**config.mk**
```make
export PLATFORM = sky130hd
export DESIGN_NAME = vmem_wr_arb
export DESIGN_NICKNAME = d
export VERILOG_FILES = /design/src/rtl/vmem_wr_arb.sv
export SDC_FILE = /design/constraint.sdc
export NUM_CORES = 1
export LEC_CHECK = 0
export BUFFER_PORTS_ARGS = -buffer_cell sky130_fd_sc_hd__buf_2
export CAP_MARGIN = 15
export CORE_ASPECT_RATIO = 0.9
export CORE_UTILIZATION = 53
export DETAILED_ROUTE_END_ITERATION = 8
export PLACE_DENSITY = 0.85
export SYNTH_ARGS = -nofsm -noshare
export SYNTH_HDL_FRONTEND = slang
export SYNTH_SLANG_ARGS = --single-unit
```
**constraint.sdc**
```tcl
create_clock -name clk -period 4.9 [get_ports clk]
set_input_delay 0.735 -clock clk [delete_from_list [all_inputs] [get_ports clk]]
set_output_delay 0.735 -clock clk [all_outputs]
set_load 0.005 [all_outputs]
```
**src/rtl/vmem_wr_arb.sv**
```systemverilog
// vmem_wr_arb: owner of the framebuffer write port. Arbitrates between CPU
// pixel writes and a rectangle-fill engine that walks a clamped box in raster
// order. Contended cycles alternate 1:1 via a round-robin pointer. The winning
// write is registered onto the vmem_* outputs one cycle after the grant.
module vmem_wr_arb #(
    parameter int H_RES = 640,
    parameter int V_RES = 480,
    parameter int AW_H  = 10,
    parameter int AW_V  = 9,
    parameter int DW    = 24
) (
    input  logic            clk,
    input  logic            rst,
    input  logic            cpu_we_i,
    input  logic [AW_H-1:0] cpu_addr_h_i,
    input  logic [AW_V-1:0] cpu_addr_v_i,
    input  logic [DW-1:0]   cpu_wdata_i,
    output logic            cpu_ready_o,
    input  logic            fill_start_i,
    input  logic [AW_H-1:0] fill_x0_i,
    input  logic [AW_V-1:0] fill_y0_i,
    input  logic [AW_H-1:0] fill_x1_i,
    input  logic [AW_V-1:0] fill_y1_i,
    input  logic [DW-1:0]   fill_color_i,
    output logic            fill_busy_o,
    output logic            fill_done_o,
    output logic            vmem_we_o,
    output logic [AW_H-1:0] vmem_waddr_h_o,
    output logic [AW_V-1:0] vmem_waddr_v_o,
    output logic [DW-1:0]   vmem_wdata_o
);

    typedef enum logic [1:0] {
        S_IDLE = 2'd0,
        S_FILL = 2'd1,
        S_DONE = 2'd2
    } state_t;

    localparam logic [AW_H-1:0] X_MAX = AW_H'(H_RES - 1);
    localparam logic [AW_V-1:0] Y_MAX = AW_V'(V_RES - 1);

    state_t          state;
    logic [AW_H-1:0] x0_q;
    logic [AW_H-1:0] xe_q;
    logic [AW_V-1:0] ye_q;
    logic [AW_H-1:0] cx;
    logic [AW_V-1:0] cy;
    logic [DW-1:0]   color_q;
    logic            rr_cpu;

    logic [AW_H-1:0] xe_clamp;
    logic [AW_V-1:0] ye_clamp;
    logic            start_empty;
    logic            fill_req;
    logic            grant_cpu;
    logic            grant_fill;

    // Clamp the requested rectangle to the screen and detect an empty box.
    // x0 > X_MAX is the same test as x0 >= H_RES at this width.
    always_comb begin
        xe_clamp    = (fill_x1_i > X_MAX) ? X_MAX : fill_x1_i;
        ye_clamp    = (fill_y1_i > Y_MAX) ? Y_MAX : fill_y1_i;
        start_empty = (fill_x0_i > xe_clamp) || (fill_y0_i > ye_clamp) ||
                      (fill_x0_i > X_MAX)    || (fill_y0_i > Y_MAX);
    end

    // Arbitration: a lone requester always wins; on contention the pointer decides.
    always_comb begin
        fill_req   = (state == S_FILL);
        grant_cpu  = cpu_we_i && (!fill_req || rr_cpu);
        grant_fill = fill_req && (!cpu_we_i || !rr_cpu);
    end

    assign cpu_ready_o = cpu_we_i && grant_cpu;
    assign fill_busy_o = (state != S_IDLE);
    assign fill_done_o = (state == S_DONE);

    // Round-robin pointer: flips only after a contended grant.
    always_ff @(posedge clk or posedge rst) begin
        if (rst) begin
            rr_cpu <= 1'b1;
        end else if (cpu_we_i && fill_req) begin
            rr_cpu <= ~rr_cpu;
        end
    end

    // Fill engine: latch the clamped box on start, then step the raster on each grant.
    always_ff @(posedge clk or posedge rst) begin
        if (rst) begin
            state   <= S_IDLE;
            x0_q    <= '0;
            xe_q    <= '0;
            ye_q    <= '0;
            cx      <= '0;
            cy      <= '0;
            color_q <= '0;
        end else begin
            case (state)
                S_IDLE: begin
                    if (fill_start_i) begin
                        x0_q    <= fill_x0_i;
                        xe_q    <= xe_clamp;
                        ye_q    <= ye_clamp;
                        cx      <= fill_x0_i;
                        cy      <= fill_y0_i;
                        color_q <= fill_color_i;
                        state   <= start_empty ? S_DONE : S_FILL;
                    end
                end
                S_FILL: begin
                    if (grant_fill) begin
                        if (cx == xe_q) begin
                            cx <= x0_q;
                            if (cy == ye_q) begin
                                state <= S_DONE;
                            end else begin
                                cy <= cy + 1'b1;
                            end
                        end else begin
                            cx <= cx + 1'b1;
                        end
                    end
                end
                S_DONE: begin
                    state <= S_IDLE;
                end
                default: begin
                    state <= S_IDLE;
                end
            endcase
        end
    end

    // Write port register: one-cycle enable per grant; address/data hold otherwise.
    always_ff @(posedge clk or posedge rst) begin
        if (rst) begin
            vmem_we_o      <= 1'b0;
            vmem_waddr_h_o <= '0;
            vmem_waddr_v_o <= '0;
            vmem_wdata_o   <= '0;
        end else if (grant_cpu) begin
            vmem_we_o      <= 1'b1;
            vmem_waddr_h_o <= cpu_addr_h_i;
            vmem_waddr_v_o <= cpu_addr_v_i;
            vmem_wdata_o   <= cpu_wdata_i;
        end else if (grant_fill) begin
            vmem_we_o      <= 1'b1;
            vmem_waddr_h_o <= cx;
            vmem_waddr_v_o <= cy;
            vmem_wdata_o   <= color_q;
        end else begin
            vmem_we_o      <= 1'b0;
        end
    end

endmodule
```
# [After elaboration in Yosys (flattened, before gate mapping)]
# Cells that the tools add are included.
[word_totals] word_cells=75 output_inout_bits=47 regBits=119 inputBits=109
[op_classes] mux=25 n_bitwise=1 n_addsub=2 n_eq_ne=9 n_reduce_logical=20 magnitude_cmp=6
[op_table] cell="9-bit 2-to-1 mux" n=7
[op_table] cell="10-bit 2-to-1 mux" n=6
[op_table] cell="24-bit 2-to-1 mux" n=2
[op_table] cell="10-bit greater-than comparator (second input constant)" n=2
[op_table] cell="10-bit case mux with 2 select lines" n=1
[op_table] cell="9-bit greater-than comparator (second input constant)" n=2
[op_table] cell="9-bit case mux with 2 select lines" n=1
[op_table] cell="10-bit by 1-bit adder with 10-bit output (second input constant)" n=1
[op_table] cell="10-bit equality test" n=1
[op_table] cell="10-bit greater-than comparator" n=1
[op_table] cell="2-bit 2-to-1 mux" n=5
[op_table] cell="9-bit by 1-bit adder with 9-bit output (second input constant)" n=1
[op_table] cell="9-bit equality test" n=1
[op_table] cell="9-bit greater-than comparator" n=1
[op_table] cell="2-bit by 1-bit inequality test with 1-bit output (second input constant)" n=3
[op_table] cell="2-bit nonzero test" n=3
[op_table] cell="1-bit logical OR" n=5
[op_table] cell="5-bit AND reduction" n=1
[op_table] cell="1-bit logical AND" n=4
[op_table] cell="2-bit inequality test (second input constant)" n=2
[op_table] cell="2-bit case mux with 2 select lines" n=1
[op_table] cell="4-bit AND reduction" n=1
[op_table] cell="1-bit zero test" n=3
[op_table] cell="3-bit AND reduction" n=1
[op_table] cell="6 further kinds" n=7

# [Depth between registers and ports, before layout]
[depth] ltp_word=9 ltp_mapped=9

# [Worst setup path after synthesis]
# OpenSTA, ideal clock, no wires.
[synth_path] kind="input to register" start="input port fill_y1_i[8]" end="register state[1]" setup_slack_ns=2.363 arrival_ns=2.416 setup_ns=0.120 stages=9 n_path_buf=0 path_cell_list="inv_1 > nor3_1 > nor2_1 > ha_1 > a21oi_1 > o21ai_0 > a2111oi_0 > o221ai_1 > o211a_1"
[synth_via] elab_chain_cells=9
[synth_rtl] item="start: declaration" line_no="23" text="input logic [AW_V-1:0] fill_y1_i,"
[synth_rtl] item="9-bit greater-than comparator" line_no="62" text="ye_clamp = (fill_y1_i > Y_MAX) ? Y_MAX : fill_y1_i;"
[synth_rtl] item="9-bit 2-to-1 mux (*)" line_no="62"
[synth_rtl] item="9-bit greater-than comparator (*)" line_no="63" text="start_empty = (fill_x0_i > xe_clamp) || (fill_y0_i > ye_clamp) ||"
[synth_rtl] item="1-bit logical OR (*) (2 in a row)" line_no="63"
[synth_rtl] item="1-bit logical OR (*)" line_no="64" text="(fill_x0_i > X_MAX) || (fill_y0_i > Y_MAX);"
[synth_rtl] item="2-bit 2-to-1 mux (*)" line_no="107" text="state <= start_empty ? S_DONE : S_FILL;"
[synth_rtl] item="2-bit 2-to-1 mux (*)" line_no="100" text="if (fill_start_i) begin"
[synth_rtl] item="2-bit case mux with 2 select lines (*)" line_no="98" text="case (state)"
[synth_rtl] item="end signal: assignment" line_no="107"
[synth_rtl] item="end: declaration" line_no="42" text="state_t state;"
# Mark *: on every way between the ends. The rest lies on a longest branch, timed or not. The select of a mux whose other input is x is not followed.
# A chain may end at the register's enable or synchronous reset.

# [Final worst setup path]
[layout_path] start="register state[0]" end="output port cpu_ready_o"
[layout_via] elab_chain_cells=5
[layout_rtl] item="2-bit by 1-bit equality test with 1-bit output" line_no="69" text="fill_req = (state == S_FILL);"
[layout_rtl] item="1-bit zero test" line_no="70" text="grant_cpu = cpu_we_i && (!fill_req || rr_cpu);"
[layout_rtl] item="1-bit logical OR" line_no="70"
[layout_rtl] item="1-bit logical AND" line_no="70"
[layout_rtl] item="1-bit logical AND" line_no="74" text="assign cpu_ready_o = cpu_we_i && grant_cpu;"
[layout_rtl] item="end: declaration" line_no="18" text="output logic cpu_ready_o,"
# No other way between the ends.

==> impl_results.md <==
* Slew @ Worst Pin at 1.11 ns
* Initial antenna violation count at 0
* Port bufs at 155
* Total routed wirelength at 16100 um
* Starting Density at 0.548
* Final antenna-violating net count at 0
* Clk slew on worst S/H paths at 0.05 ns
* Critical path startpoint: state[0]
* Worst setup EP type: output port
* Pre-CTS WS at 1.89 ns
* Die H at 103 um
* Power Density at 432 nW/um^2
* Worst hold slack at 0.473 ns
* Setup TNS Final at 0 ns
* Tot Pwr at 3.20 mW
* Final Cell Area at 7410 um^2
* Die Wd at 114 um
* First-pass GRT wire length at 25700 um
* F_max at 324 MHz
* CP peak stage delay at 0.83 ns
* Final GP Congestion at 0.885
* Routed via count at 5375
* Layout cells sized above 1 at 0.262
* Post-DP Area at 6810 um^2
* Num ports at 156
* Syn nets at 786
* CTS Buffer Depth at 2
* Total CTS buffers at 17
* Crit-path max FO at 45
* #FFs+latches synth at 119
* Final hold vios at 0
* Netlist cell types at 53
* Row count at 36
* Max_cap viols at 0
* Die ar. at 11700 um^2
* Largest net degree at the start of global routing at 83
* Relative slew slack at 0.258
* Crit path kind: reg -> out
* RR Startpoint: state[0]
* Iteration-0 DRC Markers at 535
* Arr. time, crit path at 2.35 ns
* Mapped Avg Cell Area at 9.11 um^2
* Layout area overhead at 24.0%
* Unrepaired setup endpoints after global routing: no
* Synth Warn # at 0
* Crit-path cells: nand2b_1, o21a_2, buf_2
* Startpoint types: register
* Post-layout net count at 923
* Post-CTS sizing at 0
* Netlist Area Pre-Place at 5970 um^2
* Leakage at 3.95 nW
* Root Buffer: clkbuf_16
* Antenna diode count at 0
* Total grt overflow at 0
* Post-route setup slack at 1.82 ns
* Post-synthesis cell count at 656
* Period utilization at 0.629
* Post-DP HPWL at 11100 um
* Seq/Total Area, Yosys at 0.499
* Worst EP required at 4.16 ns
* Setup Buffers After CTS at 0
* Hold Crit Start: color_q[18]
* CTS HTree Levels at 4
* Core area at 10900 um^2
* # DRC at 0
* Worst Clk Skew at 0.0125 ns
* Clk_lat worst skew at 0.41 ns
* Post-synth EDFFs at 0
* Ys async rst share at 1.00
* Worst vdd ir at 0.000257 V
* DR vias/cell at 5.61
* Slowest cell on the critical path: o21a_2
* GRT Util Overall at 0.286
* Vias in the first global route at 5294
* 1st-pass router iterations at 5
* Worst hold path class: reg -> reg
* Min Tclk post-route at 3.08 ns
* Status: complete, no violations
* TritonCTS clock tree: yes
* Total clock sinks at 119
* Hold buffer count at CTS at 0
* Max Slew Vio Count at 0
* Ys flop type: dfrtp_1
* WL/cell at 16.8 um
* Setup violations, final at 0
through the flow:
| step | utilization | std cells |
|---|---|---|
| floorplan | - | 656 |
| global placement | 0.625 | 926 |
| detailed placement | 0.625 | 926 |
| CTS | 0.680 | 958 |
| global route | 0.680 | 958 |
| finish | 0.680 | 958 |
synthesized netlist by cell type (all sizes together) (2+ instances only):
library cell / number / share of area
xor2: 17 / 0.027
nand2: 222 / 0.14
a32oi: 2 / 0.0029
o221ai: 2 / 0.0029
a22oi: 49 / 0.062
o211ai: 9 / 0.011
and3: 7 / 0.0077
ha: 21 / 0.044
mux2i: 9 / 0.015
nor2: 28 / 0.018
o22ai: 3 / 0.0031
nor4: 3 / 0.0077
nand2b: 2 / 0.0021
inv: 17 / 0.011
nand3: 12 / 0.010
clkbuf: 30 / 0.019
nor2b: 2 / 0.0021
a21oi: 10 / 0.0084
dfrtp: 118 / 0.49
nor3: 5 / 0.0042
or2: 2 / 0.0021
o21ai: 31 / 0.027
or4: 6 / 0.0075
nand4: 6 / 0.0063
a31oi: 4 / 0.0052
buf: 9 / 0.0098
and4: 3 / 0.0044
xnor2: 11 / 0.016
mux2: 3 / 0.0057
final cells by class:
type | instances | area [um^2]
multi-input cells | 481 | 2780
fillers | 847 | 3490
inverters | 17 | 66.3
clock buffers | 21 | 480
clock inverters | 11 | 123
flip-flops and latches | 119 | 2980
repair buffers | 157 | 791
well taps | 152 | 190
report_power, final:
group | internal [mW] | switching, mW | total (mW)
logic | 0.292 | 0.413 | 0.705
registers | 1.11 | 0.136 | 1.25
clock network | 0.801 | 0.444 | 1.24
layout by cell type (no fill, tap or decap), types with 6 or more instances in the layout:
master,n
nand2_1,221
clkbuf_16,17
ha_1,21
xnor2_1,11
or4_1,6
o211ai_1,9
nand4_1,6
nor2_1,25
mux2i_1,9
a22oi_1,49
o21ai_0,29
xor2_1,15
dfrtp_1,118
nand3_1,12
a21oi_1,10
inv_1,16
buf_2,155
routing by layer:
metal	GRT usage	share of wire
met5	0	0
met4	0.105	0.010
met3	0.0723	0.094
met2	0.440	0.46
met1	0.395	0.44
cell families (layout without fill, tap and decap cells):
family / Yosys count / count (layout) / synth area share
XOR/XNOR: 28 / 28 / 0.0436
buffers and inverters: 56 / 206 / 0.0398
flip-flops: 119 / 119 / 0.499
AO/OA/AOI/OAI: 122 / 122 / 0.142
multiplexers: 12 / 12 / 0.0207
AND/OR/NAND/NOR: 298 / 298 / 0.212
adder cells (fa/ha/maj): 21 / 21 / 0.0440
final timing paths:
kind | to | slack, ns | cells after the start
max in group asynchronous | vmem_waddr_v_o[4] | 3.27 | 3
hold / removal | color_q[18] | 0.47 | 2
setup reg to reg | cy[0] | 1.87 | 5
setup / recovery | cpu_ready_o | 1.82 | 3
hold reg to reg | color_q[18] | 0.47 | 2
min in group asynchronous | color_q[9] | 0.55 | 2
critical path, delay by kind of cell, from the launching register on:
family	cells	cell delay (ns)
AOI/OAI and AO/OA	1	0.83
DFF	1	0.47
and+or+nand+nor	1	0.37
buffers and inverters	1	0.25
state kept, by name, summed over array words and instances (netlist names), 9 cells and up:
register and count:
color_q 24, x0_q 10, cy 9, vmem_wdata_o 24
vmem_waddr_v_o 9, vmem_waddr_h_o 10, ye_q 9, xe_q 10
cx 10
(Power assumes the default switching activity.)
